File: src/rtl/utlb_pkg.sv
`default_nettype none
// ============================================================================
// Module   : utlb_pkg
// Purpose  : Shared types for the micro-TLB: stored entry, FSM states and the
//            translation result bundle. Field widths follow the UTLB_*_W
//            constants, which are also the defaults of utlb_cache's width
//            parameters.
// Revision : 1.0  initial release
// ============================================================================
package utlb_pkg;

  localparam int UTLB_VPN_W  = 20;
  localparam int UTLB_PFN_W  = 20;
  localparam int UTLB_ASID_W = 8;

  typedef struct packed {
    logic                   valid;
    logic [UTLB_VPN_W-1:0]  vpn;
    logic [UTLB_ASID_W-1:0] asid;
    logic                   g;
    logic [UTLB_PFN_W-1:0]  pfn;
    logic                   d;
    logic                   c;
  } utlb_entry_t;

  typedef enum logic [2:0] {
    IDLE        = 3'd0,
    LOOKUP      = 3'd1,
    REFILL_REQ  = 3'd2,
    REFILL_WAIT = 3'd3,
    RESP        = 3'd4
  } utlb_state_t;

  typedef struct packed {
    logic [UTLB_PFN_W-1:0] pfn;
    logic                  hit;
    logic                  valid_bit;
    logic                  dirty;
    logic                  cached;
    logic                  error;
  } utlb_result_t;

endpackage
`default_nettype wire

File: src/rtl/utlb_victim_sel.sv
`default_nettype none
// ============================================================================
// Module   : utlb_victim_sel
// Purpose  : Chooses the entry a refill is written into: the lowest-index
//            invalid entry if any exists, otherwise the round-robin pointer.
// Ports    : clk, rst        - clock, synchronous active-high reset
//            valid_vec       - per-entry valid bits
//            install         - an install happens at the next edge
//            flush           - cache flush, pointer returns to 0
//            victim_idx      - selected entry
// Revision : 1.0  initial release
// ============================================================================
module utlb_victim_sel #(
  parameter int ENTRIES = 4
) (
  input  logic                       clk,
  input  logic                       rst,
  input  logic [ENTRIES-1:0]         valid_vec,
  input  logic                       install,
  input  logic                       flush,
  output logic [$clog2(ENTRIES)-1:0] victim_idx
);

  localparam int IDX_W = $clog2(ENTRIES);

  logic [IDX_W-1:0] rr_ptr;
  logic [IDX_W-1:0] free_idx;
  logic             free_found;

  // Scan from the top down so the lowest free index wins.
  always_comb begin
    free_found = 1'b0;
    free_idx   = '0;
    for (int i = ENTRIES - 1; i >= 0; i--) begin
      if (!valid_vec[i]) begin
        free_found = 1'b1;
        free_idx   = IDX_W'(i);
      end
    end
    victim_idx = free_found ? free_idx : rr_ptr;
  end

  // The pointer only moves when it actually supplied the victim; ENTRIES need
  // not be a power of two, so wrap explicitly.
  always_ff @(posedge clk) begin
    if (rst || flush) begin
      rr_ptr <= '0;
    end else if (install && !free_found) begin
      rr_ptr <= (rr_ptr == IDX_W'(ENTRIES - 1)) ? '0 : rr_ptr + IDX_W'(1);
    end
  end

endmodule
`default_nettype wire

File: src/rtl/utlb_cache.sv
`default_nettype none
// ============================================================================
// Module   : utlb_cache
// Purpose  : Fully associative micro-TLB in front of the main TLB. Hits give
//            a registered translation one cycle after acceptance; misses run
//            a refill handshake, install good translations and forward every
//            main-TLB result (faults included) to the requester.
// Ports    : clk, rst                 - clock, synchronous active-high reset
//            req_valid/req_ready      - lookup request handshake
//            req_vpn, cur_asid        - page and ASID to translate
//            flush                    - invalidate all entries
//            resp_*                   - registered translation result pulse
//            tlb_req_*                - refill request to the main TLB
//            tlb_resp_*               - main-TLB result strobe and fields
// Revision : 1.0  initial release
// ============================================================================
module utlb_cache
  import utlb_pkg::*;
#(
  parameter int ENTRIES = 4,
  parameter int VPN_W   = UTLB_VPN_W,
  parameter int PFN_W   = UTLB_PFN_W,
  parameter int ASID_W  = UTLB_ASID_W
) (
  input  logic              clk,
  input  logic              rst,
  input  logic              req_valid,
  output logic              req_ready,
  input  logic [VPN_W-1:0]  req_vpn,
  input  logic [ASID_W-1:0] cur_asid,
  input  logic              flush,
  output logic              resp_valid,
  output logic [PFN_W-1:0]  resp_pfn,
  output logic              resp_hit,
  output logic              resp_valid_bit,
  output logic              resp_dirty,
  output logic              resp_cached,
  output logic              resp_error,
  output logic              tlb_req_valid,
  input  logic              tlb_req_ready,
  output logic [VPN_W-1:0]  tlb_req_vpn,
  input  logic              tlb_resp_valid,
  input  logic [PFN_W-1:0]  tlb_resp_pfn,
  input  logic              tlb_resp_hit,
  input  logic              tlb_resp_v,
  input  logic              tlb_resp_d,
  input  logic              tlb_resp_c,
  input  logic              tlb_resp_g,
  input  logic              tlb_resp_err
);

  localparam int IDX_W = $clog2(ENTRIES);

  utlb_state_t         state, state_nxt;
  utlb_entry_t         entries [ENTRIES];
  utlb_entry_t         hit_entry;
  utlb_result_t        resp_q;
  logic [ENTRIES-1:0]  match_vec;
  logic [ENTRIES-1:0]  valid_vec;
  logic [VPN_W-1:0]    lk_vpn;
  logic [ASID_W-1:0]   lk_asid;
  logic                lk_hit;
  logic                hit_now;
  logic                accept;
  logic                install;
  logic                refill_flushed;
  logic [IDX_W-1:0]    victim_idx;

  // Compare the incoming request so the translation can be registered at the
  // acceptance edge; LOOKUP then acts on the registered hit flag.
  generate
    for (genvar i = 0; i < ENTRIES; i++) begin : g_match
      assign valid_vec[i] = entries[i].valid;
      assign match_vec[i] = entries[i].valid && (entries[i].vpn == req_vpn) &&
                            (entries[i].g || (entries[i].asid == cur_asid));
    end
  endgenerate

  // At most one entry matches, so the last match found is the only one.
  always_comb begin
    hit_entry = '0;
    for (int i = 0; i < ENTRIES; i++) begin
      if (match_vec[i]) hit_entry = entries[i];
    end
  end

  // A flush in the lookup cycle forces a miss.
  assign hit_now = (|match_vec) && !flush;
  assign accept  = req_valid && req_ready;

  // A flush seen while the refill is outstanding keeps the stale result out.
  assign install = (state == REFILL_WAIT) && tlb_resp_valid && tlb_resp_hit &&
                   tlb_resp_v && !tlb_resp_err && !refill_flushed && !flush;

  always_ff @(posedge clk) begin
    if (rst) state <= IDLE;
    else     state <= state_nxt;
  end

  always_comb begin
    state_nxt = state;
    req_ready = 1'b0;
    case (state)
      IDLE: begin
        req_ready = !rst;
        if (accept) state_nxt = LOOKUP;
      end
      LOOKUP: begin
        if (lk_hit) begin
          req_ready = !rst;
          state_nxt = accept ? LOOKUP : IDLE;
        end else begin
          state_nxt = REFILL_REQ;
        end
      end
      REFILL_REQ:  if (tlb_req_ready)  state_nxt = REFILL_WAIT;
      REFILL_WAIT: if (tlb_resp_valid) state_nxt = RESP;
      RESP:        state_nxt = IDLE;
      default:     state_nxt = IDLE;
    endcase
  end

  always_ff @(posedge clk) begin
    if (rst) begin
      lk_vpn         <= '0;
      lk_asid        <= '0;
      lk_hit         <= 1'b0;
      refill_flushed <= 1'b0;
      tlb_req_valid  <= 1'b0;
      tlb_req_vpn    <= '0;
      resp_valid     <= 1'b0;
      resp_q         <= '0;
    end else begin
      resp_valid <= 1'b0;
      if (accept) begin
        lk_vpn  <= req_vpn;
        lk_asid <= cur_asid;
        lk_hit  <= hit_now;
        if (hit_now) begin
          resp_valid <= 1'b1;
          resp_q     <= '{pfn: hit_entry.pfn, hit: 1'b1, valid_bit: 1'b1,
                          dirty: hit_entry.d, cached: hit_entry.c, error: 1'b0};
        end
      end
      if (state == LOOKUP && !lk_hit) begin
        tlb_req_valid  <= 1'b1;
        tlb_req_vpn    <= lk_vpn;
        refill_flushed <= 1'b0;
      end
      if (state == REFILL_REQ && tlb_req_ready) tlb_req_valid <= 1'b0;
      if ((state == REFILL_REQ || state == REFILL_WAIT) && flush)
        refill_flushed <= 1'b1;
      if (state == REFILL_WAIT && tlb_resp_valid) begin
        resp_valid <= 1'b1;
        resp_q     <= '{pfn: tlb_resp_pfn, hit: tlb_resp_hit, valid_bit: tlb_resp_v,
                        dirty: tlb_resp_d, cached: tlb_resp_c, error: tlb_resp_err};
      end
    end
  end

  always_ff @(posedge clk) begin
    if (rst || flush) begin
      for (int i = 0; i < ENTRIES; i++) entries[i].valid <= 1'b0;
    end else if (install) begin
      entries[victim_idx] <= '{valid: 1'b1, vpn: lk_vpn, asid: lk_asid,
                               g: tlb_resp_g, pfn: tlb_resp_pfn,
                               d: tlb_resp_d, c: tlb_resp_c};
    end
  end

  utlb_victim_sel #(
    .ENTRIES (ENTRIES)
  ) u_victim_sel (
    .clk        (clk),
    .rst        (rst),
    .valid_vec  (valid_vec),
    .install    (install),
    .flush      (flush),
    .victim_idx (victim_idx)
  );

  assign resp_pfn       = resp_q.pfn;
  assign resp_hit       = resp_q.hit;
  assign resp_valid_bit = resp_q.valid_bit;
  assign resp_dirty     = resp_q.dirty;
  assign resp_cached    = resp_q.cached;
  assign resp_error     = resp_q.error;

endmodule
`default_nettype wire

File: config.mk
export PLATFORM = sky130hd
export DESIGN_NAME = utlb_cache
export DESIGN_NICKNAME = d
export VERILOG_FILES = /design/src/rtl/utlb_pkg.sv /design/src/rtl/utlb_victim_sel.sv /design/src/rtl/utlb_cache.sv
export SDC_FILE = /design/constraint.sdc
export NUM_CORES = 1
export LEC_CHECK = 0
export BUFFER_PORTS_ARGS = -buffer_cell sky130_fd_sc_hd__buf_2
export CAP_MARGIN = 10
export CORE_ASPECT_RATIO = 0.8
export CORE_MARGIN = 2
export CORE_UTILIZATION = 42
export DETAILED_ROUTE_END_ITERATION = 7
export PLACE_DENSITY = 0.59
export RECOVER_POWER = 50
export SYNTH_ARGS = -nofsm -noshare
export SYNTH_HDL_FRONTEND = slang
export SYNTH_HIERARCHICAL = 1
export SYNTH_SLANG_ARGS = --single-unit
File: constraint.sdc
create_clock -name clk -period 9.15 [get_ports clk]
set_clock_uncertainty 0.05 [all_clocks]
set_input_delay 0.915 -clock clk [delete_from_list [all_inputs] [get_ports clk]]
set_output_delay 0.915 -clock clk [all_outputs]
set_load 0.01 [all_outputs]
=== Word-level counts from Yosys, hierarchy flattened ===
Memory sizes are Yosys's and may differ from the RTL's.
Cells that the tools add are included.

* Flip-flop bits (word level): 82
* Memory bits (writable): 208
* Input port bits: 60
* Output and inout port bits: 48
* Word-level logic and storage cells: 111
* Memories: 1

* $add $sub $neg: 1
* Equality and inequality tests: 15
* Muxes and demuxes: 38
* Reduce and logical (&&, ||, !) cells: 41

{| class="wikitable"
|+ Memory list
! name !! words !! bits a word !! rd ports !! clocked after Yosys merged registers in !! wr ports !! RTL line !! source
|-
| entries || 4 || 52 || 4 || 0 || 4 || utlb_cache.sv:55 || <nowiki>utlb_entry_t entries [ENTRIES];</nowiki>
|}

{| class="wikitable"
|+ Operator list
! cell !! number
|-
| 22-bit two-way mux || 4
|-
| 20-bit == test || 4
|-
| 25-bit two-way mux || 3
|-
| 52-bit two-way mux || 1
|-
| 52-bit OR reduction || 1
|-
| 8-bit == test || 4
|-
| 1-bit logical AND || 20
|-
| 2-bit two-way mux || 9
|-
| 1-bit two-way mux || 16
|-
| 3-bit one-hot mux with 4 select lines || 1
|-
| 3-bit two-way mux || 3
|-
| 3-bit by 2-bit == test with 1-bit output (second input constant) || 2
|-
| 1-bit logical NOT || 6
|-
| 1-bit logical OR || 6
|-
| 2-bit inequality test (second input constant) || 3
|-
| 2-bit nonzero test || 3
|-
| 4-bit OR reduction || 1
|-
| 3-bit by 1-bit == test with 1-bit output (second input constant) || 1
|-
| 3-bit logical NOT || 1
|-
| 3-bit AND reduction || 1
|-
| 2-bit by 1-bit adder with 2-bit output (second input constant) || 1
|-
| 2-bit == test (second input constant) || 1
|-
| 1-bit one-hot mux with 2 select lines || 1
|-
| 2-bit AND reduction || 1
|-
| 2-bit OR reduction || 1
|}

=== Depth between registers and ports, before layout ===
Gate-level depths: netlist of the first run.

* Depth in word-level cells: 12
* Mapped depth: 10
* Mapped depth without buffers: 7

=== By module ===
Netlist of the first run, hierarchy kept.

{| class="wikitable"
|+ Modules (own cells, without submodules)
! module !! times used !! cells each !! area each (µm²)
|-
| utlb_cache || 1 || 908 || 12,191.7
|-
| utlb_victim_sel || 1 || 19 || 141.4
|}

=== Worst setup path after synthesis of the first run ===
OpenSTA, ideal clock, no wires.

* Path kind: in2reg
* Start point: in tlb_resp_valid
* End point: mem entries[2][51] (netlist bit) (enable)
* Arrival time: 5.995 ns
* Data required time: 8.791 ns
* Setup slack: 2.795 ns
* Cell stages on the path: 6
* Buffers on the path: 1
* Path through: nand3_2 or3_1 or2_2 clkbuf_1 nor3b_1 nand2b_1

{| class="wikitable"
|+ RTL lines
! element !! RTL line !! source
|-
| from (decl) || utlb_cache.sv:42 || <nowiki>input logic tlb_resp_valid,</nowiki>
|-
| to (decl) || utlb_cache.sv:55 ||
|}

=== Worst setup path after layout of the first run ===
* Start point: in rst
* End point: reg resp_q, in the netlist resp_dirty

* Cells in the longest elaborated chain, start to end: 6

{| class="wikitable"
|+ RTL lines
! element !! RTL line !! source
|-
| from (decl) || utlb_cache.sv:26 || <nowiki>input logic rst,</nowiki>
|-
| 1-bit logical NOT || utlb_cache.sv:105, utlb_cache.sv:110 ||
|-
| 1-bit two-way mux || utlb_cache.sv:109 || <nowiki>if (lk_hit) begin</nowiki>
|-
| 1-bit one-hot mux with 2 select lines || utlb_cache.sv:103 || <nowiki>case (state)</nowiki>
|-
| 1-bit logical AND || utlb_cache.sv:89 || <nowiki>assign accept = req_valid && req_ready;</nowiki>
|-
| 2-bit nonzero test (no line) || n/a ||
|-
| 2-bit AND reduction (no line) || n/a ||
|-
| to (signal assigned) || utlb_cache.sv:141 || <nowiki>resp_q <= '{pfn: hit_entry.pfn, hit: 1'b1, valid_bit: 1'b1,</nowiki>
|-
| to (signal assigned) || utlb_cache.sv:155 || <nowiki>resp_q <= '{pfn: tlb_resp_pfn, hit: tlb_resp_hit, valid_bit: tlb_resp_v,</nowiki>
|-
| to (decl) || utlb_cache.sv:57 || <nowiki>utlb_result_t resp_q;</nowiki>
|}

Parallel ways exist; a longest one is shown, timed or not.
A chain may end at the register's enable or synchronous reset.

==> run metrics, run 1 <==
initial antenna violation count 2; Seq/Total Area, Yosys 64.0%; CTS Root Buffer Type clkbuf_16; DRT iter0 DRCs 592; required time worst endpoint 9.53 ns; Die ar. 30800 sq um; DRT Pass-1 Iters 5; clk sinks 290; DR WL/cell 20.8 microns; worst slew pin tran 2.90 ns; io pins 108; largest net degree at the start of global routing 64; max-cap violations 8; vias in the first global route 7144; Yosys cell types 53; Leak Pwr 5.36 nW; Slew headroom -93.1%; DP Wirelength 18.3 mm; kind of start point of the critical path input port; clock buffer depth 3; PostCTS Resize Cnt 0; RSZ-0062 raised after global routing false; initial core utilization 42.4%; final hold viol count 0; worst r2r src state[1]$_SDFFE_PP0P_; Worst R2R Path Depth 6; # diodes 0; # H-tree levels 1; Worst Hold Class flop to flop; Post-synth EDFFs 208; crit path time final 6.31 ns; f_max 158 MHz; FF+latch count, synth 290; synthesized area per cell 13.3 sq um; crit path max fanout 63; arrival time at the worst endpoint 6.69 ns; final setup fails 0; run status finished, violations left; first-pass GRT wire length 44.4 mm; power per cell area 199 nW/um^2; Critical Path Source rst; vias per cell 5.24; die width 196 microns; final hold slack 0.407 ns; clock buffers created by TritonCTS 30; Post-Syn Instances 927; Post-CTS Setup Bufs 0; total core area 29100 sq um; # DRC 0; failing checks max-capacitance violations, max-slew violations; area growth from synthesis to final layout 12.7%; asr flop ratio synth 0%; die height 157 microns; port bufs 107; worst reg2reg endpoint entries[3][4]$_DFFE_PP_; crit path to resp_dirty$_SDFFE_PP0P_; row count 56; share of cells above drive strength 1 16.1%; vias 7365; global router's overall resource usage 19.1%; Crit Path Category input port to flop; setup TNS 0 ns; yosys warns 6; CTS tree done; period utilisation layout 69.0%; WL final 29.3 mm; clock slew at reported path FFs 0.06 ns; crit end category flop; Final Net Count 1065; GR Overflow Total 0; FF-to-FF setup slack 4.29 ns; Worst VDD drop 0.127 mV; syn nets 988; final count of pins violating max slew 240; cts hold-fix bufs 0; Clock Latency Late Sink 0.56 ns; post-route ant nets 0; Top FF cell, synth edfxtp_1; gp weighted congestion 0.750; synthesized area 12300 sq um
metal layers:
| metal | GRT usage (%) | wire [microns] |
|---|---|---|
| met1 | 30.0 | 15100 |
| met2 | 27.4 | 12200 |
| met4 | 3.42 | 398 |
| met3 | 3.64 | 1590 |
| met5 | 0 | 11 |
power by group:
group	switching, mW	internal (mW)	leakage (nW)
registers	0.0141	1.41	2.76
clock network	0.507	0.724	0.500
logic	0.0732	0.0421	2.10
worst min-delay path by stage:
| stage | start | end | depth (start not counted) |
|---|---|---|---|
| final | tlb_req_vpn[14]$_SDFFE_PP0P_ | tlb_req_vpn[14]$_SDFFE_PP0P_ | 2 |
| after global routing | tlb_req_vpn[8]$_SDFFE_PP0P_ | tlb_req_vpn[8]$_SDFFE_PP0P_ | 2 |
| after CTS | tlb_req_vpn[14]$_SDFFE_PP0P_ | tlb_req_vpn[14]$_SDFFE_PP0P_ | 2 |
| after detailed placement | tlb_req_vpn[7]$_SDFFE_PP0P_ | tlb_req_vpn[7]$_SDFFE_PP0P_ | 2 |
| after global placement | tlb_req_vpn[15]$_SDFFE_PP0P_ | tlb_req_vpn[15]$_SDFFE_PP0P_ | 2 |
| after floorplan | lk_vpn[0]$_SDFFE_PP0P_ | tlb_req_vpn[0]$_SDFFE_PP0P_ | 2 |
registers in the layout, indices dropped and copies added (netlist names):
signal               cells
resp_error               1
lk_vpn                  20
refill_flushed           1
u_victim_sel/rr_ptr      2
resp_hit                 1
resp_valid_bit           1
lk_asid                  8
resp_pfn                20
tlb_req_vpn             20
entries                208
resp_cached              1
resp_dirty               1
tlb_req_valid            1
state                    3
resp_valid               1
lk_hit                   1
critical path: stages:
cell	delay (ns)
buf_2	0.09
clkbuf_1	1.04
nor4_1	0.85
and2_0	0.20
clkbuf_1	1.64
nand2_1	0.28
a41oi_4	0.93
nor3_2	0.05
buf_4	0.33
a221o_1	0.32
synth_stat cells (all sizes together) (2+ instances only):
master | instances | area share, %
edfxtp | 208 | 51
nand2 | 102 | 3.1
dfxtp | 82 | 13
and2 | 67 | 3.5
xor2 | 57 | 4.1
xnor2 | 55 | 3.9
clkbuf | 40 | 1.4
buf | 33 | 2.2
and3 | 29 | 1.6
a21oi | 24 | 0.97
nor2 | 24 | 0.73
a221o | 22 | 1.8
mux2 | 22 | 2.6
nand4b | 22 | 1.6
o311a | 22 | 1.8
nand3b | 20 | 1.2
nor4 | 16 | 1.0
nand2b | 11 | 0.56
o21ai | 11 | 0.45
nand3 | 10 | 0.53
nand4 | 10 | 0.51
nor3 | 6 | 0.28
inv | 4 | 0.12
nor2b | 4 | 0.20
nor3b | 4 | 0.24
a211oi | 3 | 0.18
a41o | 3 | 0.25
a31oi | 2 | 0.10
mux2i | 2 | 0.16
or3 | 2 | 0.10
through the flow:
stage / cell area (sq um) / worst slack (ns) / power (mW) / util (%) / instances
global placement: 13000 / 4.25 / 1.57 / 44.7 / 1349
detailed placement: 13000 / 4.14 / 1.57 / 44.7 / 1349
global route: 13900 / 2.28 / 2.86 / 47.8 / 1405
CTS: 14000 / 4.71 / 2.79 / 48.2 / 1405
finish: 13900 / 2.84 / 2.77 / 47.8 / 1405
floorplan: 12300 / 2.80 / 1.52 / - / 927
cell usage in the layout (no fill, tap or decap), drive strengths merged, types with 12 or more instances in the layout:
cell    synthesis  routed
nand4b         22      22
mux2           22      22
and3           29      29
nor2           24      24
clkinv          0      12
edfxtp        208     208
clkbuf         40      96
and2           67      67
nor4           16      16
nand3b         20      20
a21oi          24      24
dfxtp          82      82
a221o          22      22
o311a          22      22
nand2         102     102
xor2           57      57
xnor2          55      55
buf            33      66
cell type report:
type | count | area (sq um)
fillers | 2583 | 15200
flip-flops and latches | 290 | 7890
multi-input cells | 558 | 3970
clock buffers | 42 | 877
repair buffers | 120 | 551
well taps | 377 | 472
clock inverters | 14 | 134
inverters | 4 | 15.0
kinds of logic after synthesis:
logic type	synth area share, %
AND/OR/NAND/NOR	15.2
flip-flops	64.0
XOR/XNOR	8.01
AO/OA/AOI/OAI	6.08
buffers and inverters	3.87
multiplexers	2.78
adder cells (fa/ha/maj)	0.101
(Power assumes the default switching activity.)
==> run 2: changes to the inputs <==
--- a/config.mk
+++ b/config.mk
@@ -11,7 +11,7 @@
 export CORE_MARGIN = 2
 export CORE_UTILIZATION = 42
 export DETAILED_ROUTE_END_ITERATION = 7
-export PLACE_DENSITY = 0.59
+export PLACE_DENSITY = 0.61
 export RECOVER_POWER = 50
 export SYNTH_ARGS = -nofsm -noshare
 export SYNTH_HDL_FRONTEND = slang
==> constraint.sdc (replaced) <==
create_clock -name clk -period 5.1 [get_ports clk]
set_clock_uncertainty 0.05 [all_clocks]
set_input_delay 0.51 -clock clk [delete_from_list [all_inputs] [get_ports clk]]
set_output_delay 0.51 -clock clk [all_outputs]
set_load 0.01 [all_outputs]
==> run 2 against run 1 <==
The run still ends with max-capacitance violations, max-slew violations left. Sequential share of layout area decreased by 0.96 points. Non-clock buffer count increased by 6. Final cell count up 0.50%. Utilization grew 0.83 points. First-iteration DRC count decreased by 36%. Global-route usage grew 0.080 points. Sequential cell count unchanged. Count of clock-buffer cells in the layout decreased by 3.
==> run metrics, run 2 (synthesis results as in run 1) <==
clock buffers created by TritonCTS 30 (unchanged); cell family with most CP delay buffers and inverters; dpl cells 1355 (+0.44%); io pins 108 (unchanged); DP Wirelength 18.6 mm (+2.0%); GR Overflow Total 0 (unchanged); Crit path largest cell delay 0.68 ns (-0.96 ns); FILL cells 2537 (-1.8%); Worst R2R Path Depth 10 (+4); Hold Path End resp_pfn[10]$_SDFFE_PP0P_; CTS tree done; Crit Path Category flop to flop; PostCTS Resize Cnt 0 (unchanged); DRT iter0 DRCs 379 (-36%); share of cells above drive strength 1 17.0% (+0.87 points); f_max 252 MHz; cts hold-fix bufs 0 (unchanged); Largest register FFs 208 (unchanged); worst hold stages 2 (unchanged); post-route ant nets 0 (unchanged); Clock Latency Late Sink 0.55 ns (about the same); initial core utilization 42.4% (unchanged); Crit path top cell by count clkbuf_1; met1 Use GR 29.8% (-0.20 points); arrival time at the worst endpoint 4.35 ns (-2.34 ns); # H-tree levels 1 (unchanged); run status finished, violations left; crit path max fanout 23 (-63%); period utilisation layout 77.9%; kind of start point of the critical path flop; failing checks max-capacitance violations, max-slew violations; final count of pins violating max slew 45 (-81%); Die ar. 30800 sq um (unchanged); Non-Filler Instances 1412 (+0.50%); vias in the first global route 7253 (+1.5%); FF-to-FF setup slack 1.12 ns (-3.17 ns); crit end category flop; cell area after placement 13100 sq um (+0.49%); Worst VDD drop 0.289 mV (+130%); crit path time final 3.98 ns; global router's overall resource usage 19.2% (+0.080 points); port bufs 107 (unchanged); setup TNS 0 ns (unchanged); # DRC 0 (unchanged); final hold viol count 0 (unchanged); die height 157 microns (unchanged); most frequent cells in the layout edfxtp_1 (208), nand2_1 (102), dfxtp_1 (82); most common cell after layout, fill and taps aside edfxtp_1; power per cell area 378 nW/um^2 (+90%); Worst Path Buf+Inv 3 (-1); M2 GR Usage 27.4% (+0.085 points); row count 56 (unchanged); GRT Max-Usage Layer met1; DR WL/cell 20.7 microns (-0.63%); RSZ-0062 raised after global routing false; worst slew pin tran 1.57 ns (-1.32 ns); Slew headroom -4.96% (+88 points); CP Cell Sequence xnor2_1 -> nand4_1 -> nor4_1 -> nand3_1 -> clkbuf_1 -> a41oi_4 -> clkbuf_1 -> nor3_1 -> buf_4 -> a221o_1; Critical Path Slowest Stage Cell clkbuf_1; initial antenna violation count 2 (unchanged); DRT Pass-1 Iters 4 (-1); total core area 29100 sq um (unchanged); Post-CTS Setup Bufs 0 (unchanged); fin area 14100 sq um (+1.7%); die width 196 microns (unchanged); vias per cell 5.27 (+0.50%); total chip power 5.35 mW (+93%); Hold Path Origin tlb_resp_pfn[10]; clock buffer depth 3 (unchanged); max-cap violations 1 (-7); gp weighted congestion 0.756 (+0.81%); clock slew at reported path FFs 0.06 ns (about the same); final setup fails 0 (unchanged); worst r2r src entries[1][47]$_DFFE_PP_; most flop-heavy register entries; Leak Pwr 5.49 nW (+2.4%); WL final 29.2 mm (-0.13%); Final Net Count 1071 (+0.56%); first-pass GRT wire length 44.6 mm (+0.42%); Worst Hold Class input port to flop; vias 7439 (+1.0%); met3 usage 3.58% (-0.064 points); worst reg2reg endpoint resp_pfn[8]$_SDFFE_PP0P_; required time worst endpoint 5.48 ns (-4.05 ns); largest net degree at the start of global routing 63 (-1.6%); clk sinks 290 (unchanged); CTS Root Buffer Type clkbuf_16; area growth from synthesis to final layout 14.7%
run 2: cell count changes in the layout (fill, tap and decap cells not counted), moves of 2 or more:
cell | previous run | this run
and2_0 | 4 | 2
and2_1 | 54 | 56
buf_4 | 7 | 13
bufinv_16 | 2 | 10
clkbuf_1 | 59 | 55
clkbuf_2 | 0 | 2
clkinv_1 | 4 | 2
nand3_1 | 7 | 10
nand3_2 | 3 | 0
run 2: how the worst max path moves through the flow:
stage,endpoint,cells past startpoint,startpoint
global placement,entries[2][25]$_DFFE_PP_,6,state[1]$_SDFFE_PP0P_
global route,resp_pfn[0]$_SDFFE_PP0P_,10,entries[1][47]$_DFFE_PP_
detailed placement,entries[2][27]$_DFFE_PP_,6,state[1]$_SDFFE_PP0P_
finish,resp_pfn[8]$_SDFFE_PP0P_,10,entries[1][47]$_DFFE_PP_
CTS,entries[2][27]$_DFFE_PP_,6,state[1]$_SDFFE_PP0P_
floorplan,entries[2][51]$_SDFFCE_PN0P_,7,state[1]$_SDFFE_PP0P_
run 2: power breakdown:
part | total, mW | internal [mW] | leakage [nW] | switching (mW)
clock network | 2.59 | 1.68 | 0.586 | 0.911
logic | 0.204 | 0.0745 | 2.15 | 0.130
registers | 2.55 | 2.53 | 2.76 | 0.0254
total | 5.35 | 4.28 | 5.49 | 1.07
run 2: stage by stage:
step / util, % / setup WS, ns / hold slack (ns)
6_report: 48.6 / 1.12 / 0.149
5_1_grt: 48.6 / 0.920 / 0.130
4_1_cts: 49.0 / 1.69 / 0.131
3_5_place_dp: 44.9 / 1.70 / 0.395
3_3_place_gp: 44.9 / 1.76 / 0.390
2_1_floorplan: - / 0.830 / 0.390
run 2: metal layers:
layer,part of all wire (%),wire length [microns]
met1,50,14700
met5,0.044,13
met4,1.7,489
met3,6.2,1820
met2,42,12200
run 2: layout make-up:
class | instances | area, sq um | share of cell area (%)
Clock buffer | 39 | 856 | 6.05
Tap cell | 377 | 472 | 3.33
Sequential cell | 290 | 7890 | 55.8
Inverter | 4 | 15.0 | 0.106
Clock inverter | 17 | 337 | 2.38
Timing Repair Buffer | 126 | 598 | 4.23
Antenna cell | 1 | 2.50 | 0.0177
Multi-Input combinational cell | 558 | 3980 | 28.1
